File: src/rtl/argon_pkg.sv
// Shared constants and state encoding for the word-memory initiator.
package argon_pkg;

   localparam int ARGON_DATA_W    = 16;
   localparam int ARGON_ADDR_W    = 16;
   localparam int ARGON_MEM_WORDS = 256;

   typedef enum logic [1:0] {
      IDLE     = 2'd0,
      MEM_REQ  = 2'd1,
      MEM_WAIT = 2'd2,
      RESP     = 2'd3
   } mem_req_state_t;

endpackage

File: src/rtl/memory_requester.sv
// Initiator for the 256x16 word memory: one request in flight, strobes the
// memory, waits out the registered read latency and hands back a response.
// The whole block freezes while i_halt is high because the memory clock is
// gated off during that time.
//
// state    | meaning
// ---------+------------------------------------------------------------
// IDLE     | ready for a core request
// MEM_REQ  | strobe (re or we) presented to memory for one cycle
// MEM_WAIT | memory is producing registered read data
// RESP     | response held for the core until i_rsp_ready
module memory_requester
   import argon_pkg::*;
#(
   parameter int DATA_W    = ARGON_DATA_W,
   parameter int ADDR_W    = ARGON_ADDR_W,
   parameter int MEM_WORDS = ARGON_MEM_WORDS
) (
   input  logic              i_clk,
   input  logic              i_reset,
   input  logic              i_halt,
   input  logic              i_req_valid,
   output logic              o_req_ready,
   input  logic              i_req_we,
   input  logic [ADDR_W-1:0] i_req_address,
   input  logic [DATA_W-1:0] i_req_wdata,
   output logic              o_rsp_valid,
   input  logic              i_rsp_ready,
   output logic [DATA_W-1:0] o_rsp_rdata,
   output logic              o_rsp_write,
   output logic              o_rsp_error,
   output logic [ADDR_W-1:0] o_memory_address,
   output logic [DATA_W-1:0] o_memory_data,
   output logic              o_memory_re,
   output logic              o_memory_we,
   input  logic [DATA_W-1:0] i_memory_data
);

   mem_req_state_t state_q, state_n;

   logic              req_we_q,   req_we_n;
   logic [ADDR_W-1:0] mem_addr_n;
   logic [DATA_W-1:0] mem_data_n;
   logic              mem_re_n,   mem_we_n;
   logic              rsp_valid_n;
   logic [DATA_W-1:0] rsp_rdata_n;
   logic              rsp_write_n, rsp_error_n;

   logic [31:0] req_addr_ext;
   logic        addr_in_range;

   // Unsigned compare over the full address width so 0x0100 is rejected,
   // never aliased onto word 0.
   assign req_addr_ext  = 32'(i_req_address);
   assign addr_in_range = (req_addr_ext < 32'(MEM_WORDS));

   // Halt also blocks acceptance so the core never sees a lost handshake.
   assign o_req_ready = (state_q == IDLE) & ~i_halt;

   // State register; frozen while halted.
   always_ff @(posedge i_clk or posedge i_reset) begin
      if (i_reset) begin
         state_q <= IDLE;
      end else if (!i_halt) begin
         state_q <= state_n;
      end
   end

   // Registered outputs and latched request fields; frozen while halted.
   always_ff @(posedge i_clk or posedge i_reset) begin
      if (i_reset) begin
         req_we_q         <= 1'b0;
         o_memory_address <= '0;
         o_memory_data    <= '0;
         o_memory_re      <= 1'b0;
         o_memory_we      <= 1'b0;
         o_rsp_valid      <= 1'b0;
         o_rsp_rdata      <= '0;
         o_rsp_write      <= 1'b0;
         o_rsp_error      <= 1'b0;
      end else if (!i_halt) begin
         req_we_q         <= req_we_n;
         o_memory_address <= mem_addr_n;
         o_memory_data    <= mem_data_n;
         o_memory_re      <= mem_re_n;
         o_memory_we      <= mem_we_n;
         o_rsp_valid      <= rsp_valid_n;
         o_rsp_rdata      <= rsp_rdata_n;
         o_rsp_write      <= rsp_write_n;
         o_rsp_error      <= rsp_error_n;
      end
   end

   // Next-state and next-output decode.
   always_comb begin
      state_n     = state_q;
      req_we_n    = req_we_q;
      mem_addr_n  = o_memory_address;
      mem_data_n  = o_memory_data;
      mem_re_n    = o_memory_re;
      mem_we_n    = o_memory_we;
      rsp_valid_n = o_rsp_valid;
      rsp_rdata_n = o_rsp_rdata;
      rsp_write_n = o_rsp_write;
      rsp_error_n = o_rsp_error;

      unique case (state_q)
         IDLE: begin
            if (i_req_valid) begin
               req_we_n = i_req_we;
               if (addr_in_range) begin
                  mem_addr_n = i_req_address;
                  if (i_req_we) begin
                     mem_we_n   = 1'b1;
                     mem_data_n = i_req_wdata;
                  end else begin
                     mem_re_n   = 1'b1;
                  end
                  state_n = MEM_REQ;
               end else begin
                  // Out-of-range: memory is left untouched.
                  rsp_error_n = 1'b1;
                  rsp_rdata_n = '0;
                  rsp_write_n = i_req_we;
                  state_n     = RESP;
               end
            end
         end

         MEM_REQ: begin
            mem_re_n = 1'b0;
            mem_we_n = 1'b0;
            if (req_we_q) begin
               rsp_write_n = 1'b1;
               rsp_error_n = 1'b0;
               state_n     = RESP;
            end else begin
               state_n     = MEM_WAIT;
            end
         end

         MEM_WAIT: begin
            rsp_rdata_n = i_memory_data;
            state_n     = RESP;
         end

         RESP: begin
            // Valid rises one cycle after entry; consumption needs valid seen.
            if (o_rsp_valid && i_rsp_ready) begin
               rsp_valid_n = 1'b0;
               rsp_rdata_n = '0;
               rsp_write_n = 1'b0;
               rsp_error_n = 1'b0;
               state_n     = IDLE;
            end else begin
               rsp_valid_n = 1'b1;
            end
         end

         default: begin
            state_n = IDLE;
         end
      endcase
   end

endmodule

File: config.mk
export PLATFORM = sky130hd
export DESIGN_NAME = memory_requester
export DESIGN_NICKNAME = d
export VERILOG_FILES = /design/src/rtl/argon_pkg.sv /design/src/rtl/memory_requester.sv
export SDC_FILE = /design/constraint.sdc
export NUM_CORES = 1
export LEC_CHECK = 0
export CAP_MARGIN = 5
export CORE_MARGIN = 4
export CORE_UTILIZATION = 42
export CTS_CLUSTER_SIZE = 20
export DETAILED_ROUTE_END_ITERATION = 10
export PLACE_DENSITY_LB_ADDON = 0.08
export RECOVER_POWER = 25
export SLEW_MARGIN = 20
export SYNTH_ARGS = -nofsm -noshare
export SYNTH_HDL_FRONTEND = slang
export SYNTH_SLANG_ARGS = --single-unit
File: constraint.sdc
create_clock -name i_clk -period 2.4 [get_ports i_clk]
set_input_delay 0.6 -clock i_clk [delete_from_list [all_inputs] [get_ports i_clk]]
set_output_delay 0.6 -clock i_clk [all_outputs]
set_load 0.05 [all_outputs]
==> run_results.csv, run 1 <==
group,metric,value,unit
outcome,status,"finished, final reports clean",
clock_network,cts.repair.resized,0,
grt,track_usage,15.79,%
layout,nFillCells,458,
grt,grt_pass1_vias,1873,
setup_path,max_stage_delay,410,ps
run,drv_cap,0,
floorplanning,dieArea,7152,um^2
clock_network,root_buffer,"clkbuf_8",
placement,gp_congestion,0.8132,
floorplanning,die_x,84.57,um
clock_network,cts.sinks,56,
setup_path,cp-start-kind,"flop",
synthesis,synth_edf_count,0,
pwr,p_leak,0.001781,uW
drt,ant_nets,0,
drt,vias_per_cell,4.705,
sta,hold_viol,0,
setup_path,crit_buf_inv,2,
grt,overflow,0,
synthesis,synth.most_common_cell,"dfrtp_1",
sta,clock_skew,7.901,ps
floorplanning,start_util,43.91,%
setup_path,crit_fanout,7,
sta,slew_viol_final,0,
sta,setup_viol,0,
synthesis,postSynthAreaPerCell,12.82,um^2
setup_path,cp_slowest_cell,"dfrtp_1",
setup_path,cp.required,1800,ps
synthesis,synthTopCellsByCount,"56 x dfrtp_1, 24 x inv_1, 19 x nand2_1, 16 x mux2_2, 16 x mux2i_1",
synthesis,synth_nets,251,
floorplanning,die_h,84.57,um
drt,wire_per_inst,14.44,um
clock_network,clkTransAtPathRegs,100,ps
setup_path,rrSetupSlack,370,ps
layout,final_nets,370,
setup_path,end_kind,"output pin",
sta,timing.final.crit_share,94.26,%
clock_network,htreeDepth,2,
synthesis,synthArstFlopShare,100.0,%
placement,port_buffers,107,
setup_path,arrival,1660,ps
drt,post-route-drc-count,0,
clock_network,cts_tree,"done",
synthesis,synth.ff_latch_count,56,
clock_network,numCtsBuffers,5,
sta,worstMarginPinSlew,777.4,ps
placement,placed_cell_area,3690,um^2
synthesis,synthTopCellsByArea,"dfrtp_1 57%, mux2_2 7.3%, mux2i_1 6.5%",
synthesis,ys.flop_type,"dfrtp_1",
setup_path,critPathTopFamily,"flip-flops",
drt,dr.pass1.iters,4,
placement,post-dp-hpwl,4.298,mm
drt,via_count,1802,
floorplanning,core,5608,um^2
sta,relSlewSlack,48.17,%
synthesis,synthesis.yosys.warnings,0,
drt,drtIter0Drc,82,
sta,setup_tns,0,ps
layout,fin_area,3761,um^2
setup_path,worstSetupPathType,"reg2out",
grt,grt_start_max_net_pins,21,
synthesis,syn_area,2462,um^2
layout,syn_to_final_growth,52.74,%
sta,fmax,442.0,MHz
synthesis,synth_area_leader_cell,"dfrtp_1",
sta,rsz0062_at_grt,"no",
synthesis,synth.distinct_cells,32,
pwr,irDropWorstVdd,0.7367,mV
pwr,power.density,916.5,nW/um^2
layout,antennaDiodeCount,0,
synthesis,yosysSeqAreaShare,56.91,%
clock_network,cts_hold_buf,0,
synthesis,postSynthCellCount,192,
clock_network,clock_latency,300,ps
layout,drive_above_1_share,14.79,%
synthesis,synth_top_area_share,56.91,%
floorplanning,rows,27,
grt,grt_pass1_wl,9.225,mm
drt,wl,5.531,mm
clock_network,cts_setup_buffers,0,
grt,antenna_found_initial,0,
worst_hold_path,min-delay-path-class,"reg2reg",
clock_network,clockBufferDepth,2,
floorplanning,io-pin-count,108,
sta,fin_crit,2262,ps
setup_path,cp_cell_sequence,"inv_1 > ha_1 > nor2b_1 > buf_12",
per-layer routing:
metal / up-vias / track usage, % / wire length (um)
met4: 0 / 3.885 / 41
li1: 875 / - / -
met1: 859 / 20.63 / 2411
met5: - / 0 / 0
met2: 64 / 25.34 / 2638
met3: 4 / 5.397 / 440
worst paths after layout:
check	start	end	depth (start not counted)
worst max register to register	state_q[0]$_DFFE_PP0P_	o_rsp_rdata[12]$_DFFE_PP0P_	6
max in group asynchronous	i_reset	o_rsp_error$_DFFE_PP0P_	3
worst min register to register	o_memory_address[10]$_DFFE_PP0P_	o_memory_address[10]$_DFFE_PP0P_	1
worst max-delay path	state_q[0]$_DFFE_PP0P_	o_req_ready	4
min in group asynchronous	i_reset	o_rsp_rdata[1]$_DFFE_PP0P_	2
worst min-delay path	o_memory_address[10]$_DFFE_PP0P_	o_memory_address[10]$_DFFE_PP0P_	1
flip-flops by register name (all words and copies together), names as in the netlist:
| register | count |
|---|---|
| o_memory_address | 16 |
| o_memory_data | 16 |
| o_memory_re | 1 |
| o_memory_we | 1 |
| o_rsp_error | 1 |
| o_rsp_rdata | 16 |
| o_rsp_valid | 1 |
| o_rsp_write | 1 |
| req_we_q | 1 |
| state_q | 2 |
worst register-to-register path, stage by stage (launching register included):
cell and delay (ps):
dfrtp_1 380, inv_1 110, ha_1 320, a221oi_1 550, nand3b_1 210, buf_12 210
mux2i_1 170
cell families after synthesis:
group / Yosys count / synth area share, %
compound gates: 16 / 4.624
mux: 41 / 19.31
simple gates: 43 / 10.57
flops: 56 / 56.91
fa+ha+maj: 5 / 2.541
buf+inv: 31 / 6.047
power by group:
group          switching, uW  internal, uW
combinational           1060           659
clock                    297           199
sequential               107          1130
placed cells by master (no fill, tap or decap), types with 3 or more instances in the layout:
master | synthesis | layout
inv_1 | 24 | 24
buf_12 | 1 | 3
buf_4 | 0 | 7
clkdlybuf4s50_1 | 0 | 105
clkbuf_8 | 0 | 5
ha_1 | 5 | 5
o21ai_0 | 5 | 5
nand2_1 | 19 | 19
mux2_2 | 16 | 16
mux2i_1 | 16 | 16
mux2_4 | 9 | 9
dfrtp_1 | 56 | 56
nand3_1 | 3 | 3
and2_1 | 8 | 8
final cells by class:
type / instances / area, um^2 / share of cell area [%]
timing repair buffer: 119 / 1186 / 31.54
tap: 72 / 90.09 / 2.395
clock inverter: 2 / 12.51 / 0.3327
inverter: 24 / 90.09 / 2.395
sequential: 56 / 1401 / 37.26
multi-input combinational: 105 / 912.1 / 24.25
clock buffer: 5 / 68.82 / 1.830
through the flow:
stage / std cells / hold slack, ps / total power [uW] / setup WS (ps) / util [%]
after CTS: 383 / 498.2 / 3479 / 123.9 / 67.25
after detailed placement: 376 / 473.5 / 2984 / -18.01 / 65.80
after global placement: 376 / 469.5 / 2960 / 16.90 / 65.80
after global routing: 383 / 524.1 / 3639 / 63.10 / 67.07
after floorplan: 192 / 461.4 / 2387 / 262.9 / -
final: 383 / 495.1 / 3447 / 137.6 / 67.07
(Power assumes the default switching activity.)
==> run 2, diff against run 1 <==
--- a/config.mk
+++ b/config.mk
@@ -12,7 +12,7 @@
 export DETAILED_ROUTE_END_ITERATION = 10
 export PLACE_DENSITY_LB_ADDON = 0.08
 export RECOVER_POWER = 25
-export SLEW_MARGIN = 20
+export SKIP_CTS_REPAIR_TIMING = 1
 export SYNTH_ARGS = -nofsm -noshare
 export SYNTH_HDL_FRONTEND = slang
 export SYNTH_SLANG_ARGS = --single-unit
==> results of run 2 <==
Same layout as run 1: the final DEF is identical, and so are final timing and power.
==> run 3, diff against run 2 <==
--- a/config.mk
+++ b/config.mk
@@ -7,9 +7,10 @@
 export LEC_CHECK = 0
 export CAP_MARGIN = 5
 export CORE_MARGIN = 4
-export CORE_UTILIZATION = 42
+export CORE_UTILIZATION = 37
 export CTS_CLUSTER_SIZE = 20
 export DETAILED_ROUTE_END_ITERATION = 10
+export DONT_BUFFER_PORTS = 1
 export PLACE_DENSITY_LB_ADDON = 0.08
 export RECOVER_POWER = 25
 export SKIP_CTS_REPAIR_TIMING = 1
==> run 3 against run 2 <==
Highest routed layer unchanged. Cell count down 28%. Critical path depth unchanged. Clock-buffer cell count up 2.
==> run_results.csv, run 3 (synthesized netlist as in run 1, its figures left out) <==
group,metric,value,unit
sta,fin_crit,2184,ps
pwr,p_leak,0.001357,uW
sta,timing.final.crit_share,90.99,%
setup_path,worstSetupPathType,"reg2out",
grt,overflow,0,
layout,largestRegisters,"o_memory_address (16), o_memory_data (16), o_rsp_rdata (16)",
layout,final_cell_mix,"56 x dfrtp_1, 24 x inv_1, 19 x nand2_1",
layout,final_cells,277,
drt,via_count,1398,
sta,worstMarginPinSlew,957.0,ps
pwr,net-switching-power,1392,uW
drt,dr.pass1.iters,4,
drt,ant_nets,0,
sta,setup_tns,0,ps
pwr,p_clk_share,16.8,%
clock_network,numCtsBuffers,5,
setup_path,end_kind,"output pin",
floorplanning,die_h,89.58,um
grt,track_usage,12.06,%
floorplanning,start_util,38.34,%
setup_path,crit_fanout,7,
grt,grt_start_max_net_pins,32,
pwr,intPower,1658,uW
layout,drive_above_1_share,21.00,%
layout,final_nets,258,
setup_path,rrSetupSlack,480,ps
layout,nFillCells,609,
sta,hold_viol,0,
placement,place_ws,340.6,ps
setup_path,rr_worst_depth,7,
setup_path,worstReg2RegEnd,"o_rsp_rdata[15]$_DFFE_PP0P_",
drt,drtIter0Drc,40,
clock_network,clkTransAtPathRegs,90,ps
drt,post-route-drc-count,0,
placement,placedCellCount,269,
grt,grt_pass1_wl,7.424,mm
sta,rsz0062_at_grt,"no",
clock_network,cts.sinks,56,
layout,multiInputGateArea,912.1,um^2
setup_path,cp_slowest_cell,"dfrtp_1",
setup_path,cp_cell_sequence,"inv_1 > ha_1 > nor2b_1 > buf_4",
setup_path,arrival,1580,ps
setup_path,cp-start-kind,"flop",
grt,grt_pass1_vias,1524,
sta,setup_viol,0,
placement,post-dp-hpwl,3.743,mm
worst_hold_path,min-delay-path-class,"in2async",
layout,post-route-util,41.17,%
floorplanning,die_x,89.58,um
pwr,seqPwrFrac,59.3,%
drt,wire_per_inst,17.77,um
grt,antenna_found_initial,0,
pwr,irDropWorstVdd,0.5034,mV
floorplanning,core,6422,um^2
setup_path,timing.rr.start,"state_q[0]$_DFFE_PP0P_",
placement,gp_congestion,0.7378,
setup_path,setup.worst_path.start,"state_q[0]$_DFFE_PP0P_",
setup_path,cp.depth,4,
pwr,comb_power_share,23.9,%
setup_path,crit_buf_inv,2,
clock_network,cts_tree,"done",
pwr,total_power,3050,uW
sta,fmax,457.9,MHz
setup_path,max_stage_delay,410,ps
clock_network,clock_latency,290,ps
drt,wl,4.922,mm
floorplanning,io-pin-count,108,
sta,relSlewSlack,36.13,%
drt,vias_per_cell,5.047,
clock_network,htreeDepth,2,
clock_network,root_buffer,"clkbuf_8",
layout,antennaDiodeCount,0,
sta,clock_skew,3.638,ps
layout,final_common_cell,"dfrtp_1",
layout,syn_to_final_growth,7.368,%
placement,port_buffers,0,
sta,slew_viol_final,0,
run,drv_cap,0,
pwr,power.density,1154,nW/um^2
floorplanning,rows,29,
clock_network,clockBufferDepth,2,
outcome,status,"finished, final reports clean",
setup_path,cp.required,1800,ps
setup_path,timing.critical_path.to,"o_req_ready",
floorplanning,dieArea,8025,um^2
layout,seqCellArea,1401,um^2
sta,worst_slack,216.3,ps
setup_path,critPathTopFamily,"flip-flops",
pwr,p_sw_share,45.64,%
-- run 3: final cells by class --
class | count | area share, %
Inverter | 24 | 3.407
Tap cell | 77 | 3.644
Sequential cell | 56 | 53.00
Timing Repair Buffer | 7 | 1.893
Clock inverter | 1 | 0.2840
Clock buffer | 7 | 3.265
Multi-Input combinational cell | 105 | 34.50
-- run 3: per-stage QoR --
stage,instance area [um^2],hold WS [ps]
6_report,2644,405.8
5_1_grt,2644,406.7
4_1_cts,2659,236.3
3_5_place_dp,2565,525.3
3_3_place_gp,2565,508.0
2_1_floorplan,2462,461.4
-- run 3: worst min-delay path by stage --
stage / slack (ps) / from / to
after floorplan: 460 / req_we_q$_DFFE_PP0P_ / req_we_q$_DFFE_PP0P_
after global placement: 510 / req_we_q$_DFFE_PP0P_ / req_we_q$_DFFE_PP0P_
after detailed placement: 530 / req_we_q$_DFFE_PP0P_ / req_we_q$_DFFE_PP0P_
after CTS: 240 / i_reset / o_memory_data[13]$_DFFE_PP0P_
after global routing: 410 / i_memory_data[7] / o_rsp_rdata[7]$_DFFE_PP0P_
final: 410 / i_reset / o_memory_data[12]$_DFFE_PP0P_
-- run 3: worst reg2reg max path, stage by stage (launching register included) --
cell	delay, ps
dfrtp_1	410
inv_1	150
ha_1	360
a221oi_1	140
buf_4	180
nand3b_1	80
buf_4	280
mux2i_1	240
-- run 3: metal layers --
metal | track usage [%] | wire length (um)
met1 | 15.32 | 2044
met2 | 18.22 | 2230
met3 | 6.296 | 628
met4 | 2.977 | 18
met5 | 0 | 0
-- run 3: power by group through the flow --
stage / Clock, uW / Sequential, uW / Combinational [uW]
2_1_floorplan: 0 / 1820 / 569
3_3_place_gp: 0 / 1830 / 709
3_5_place_dp: 0 / 1830 / 745
4_1_cts: 543 / 1810 / 744
5_1_grt: 590 / 1830 / 822
6_report: 514 / 1810 / 728
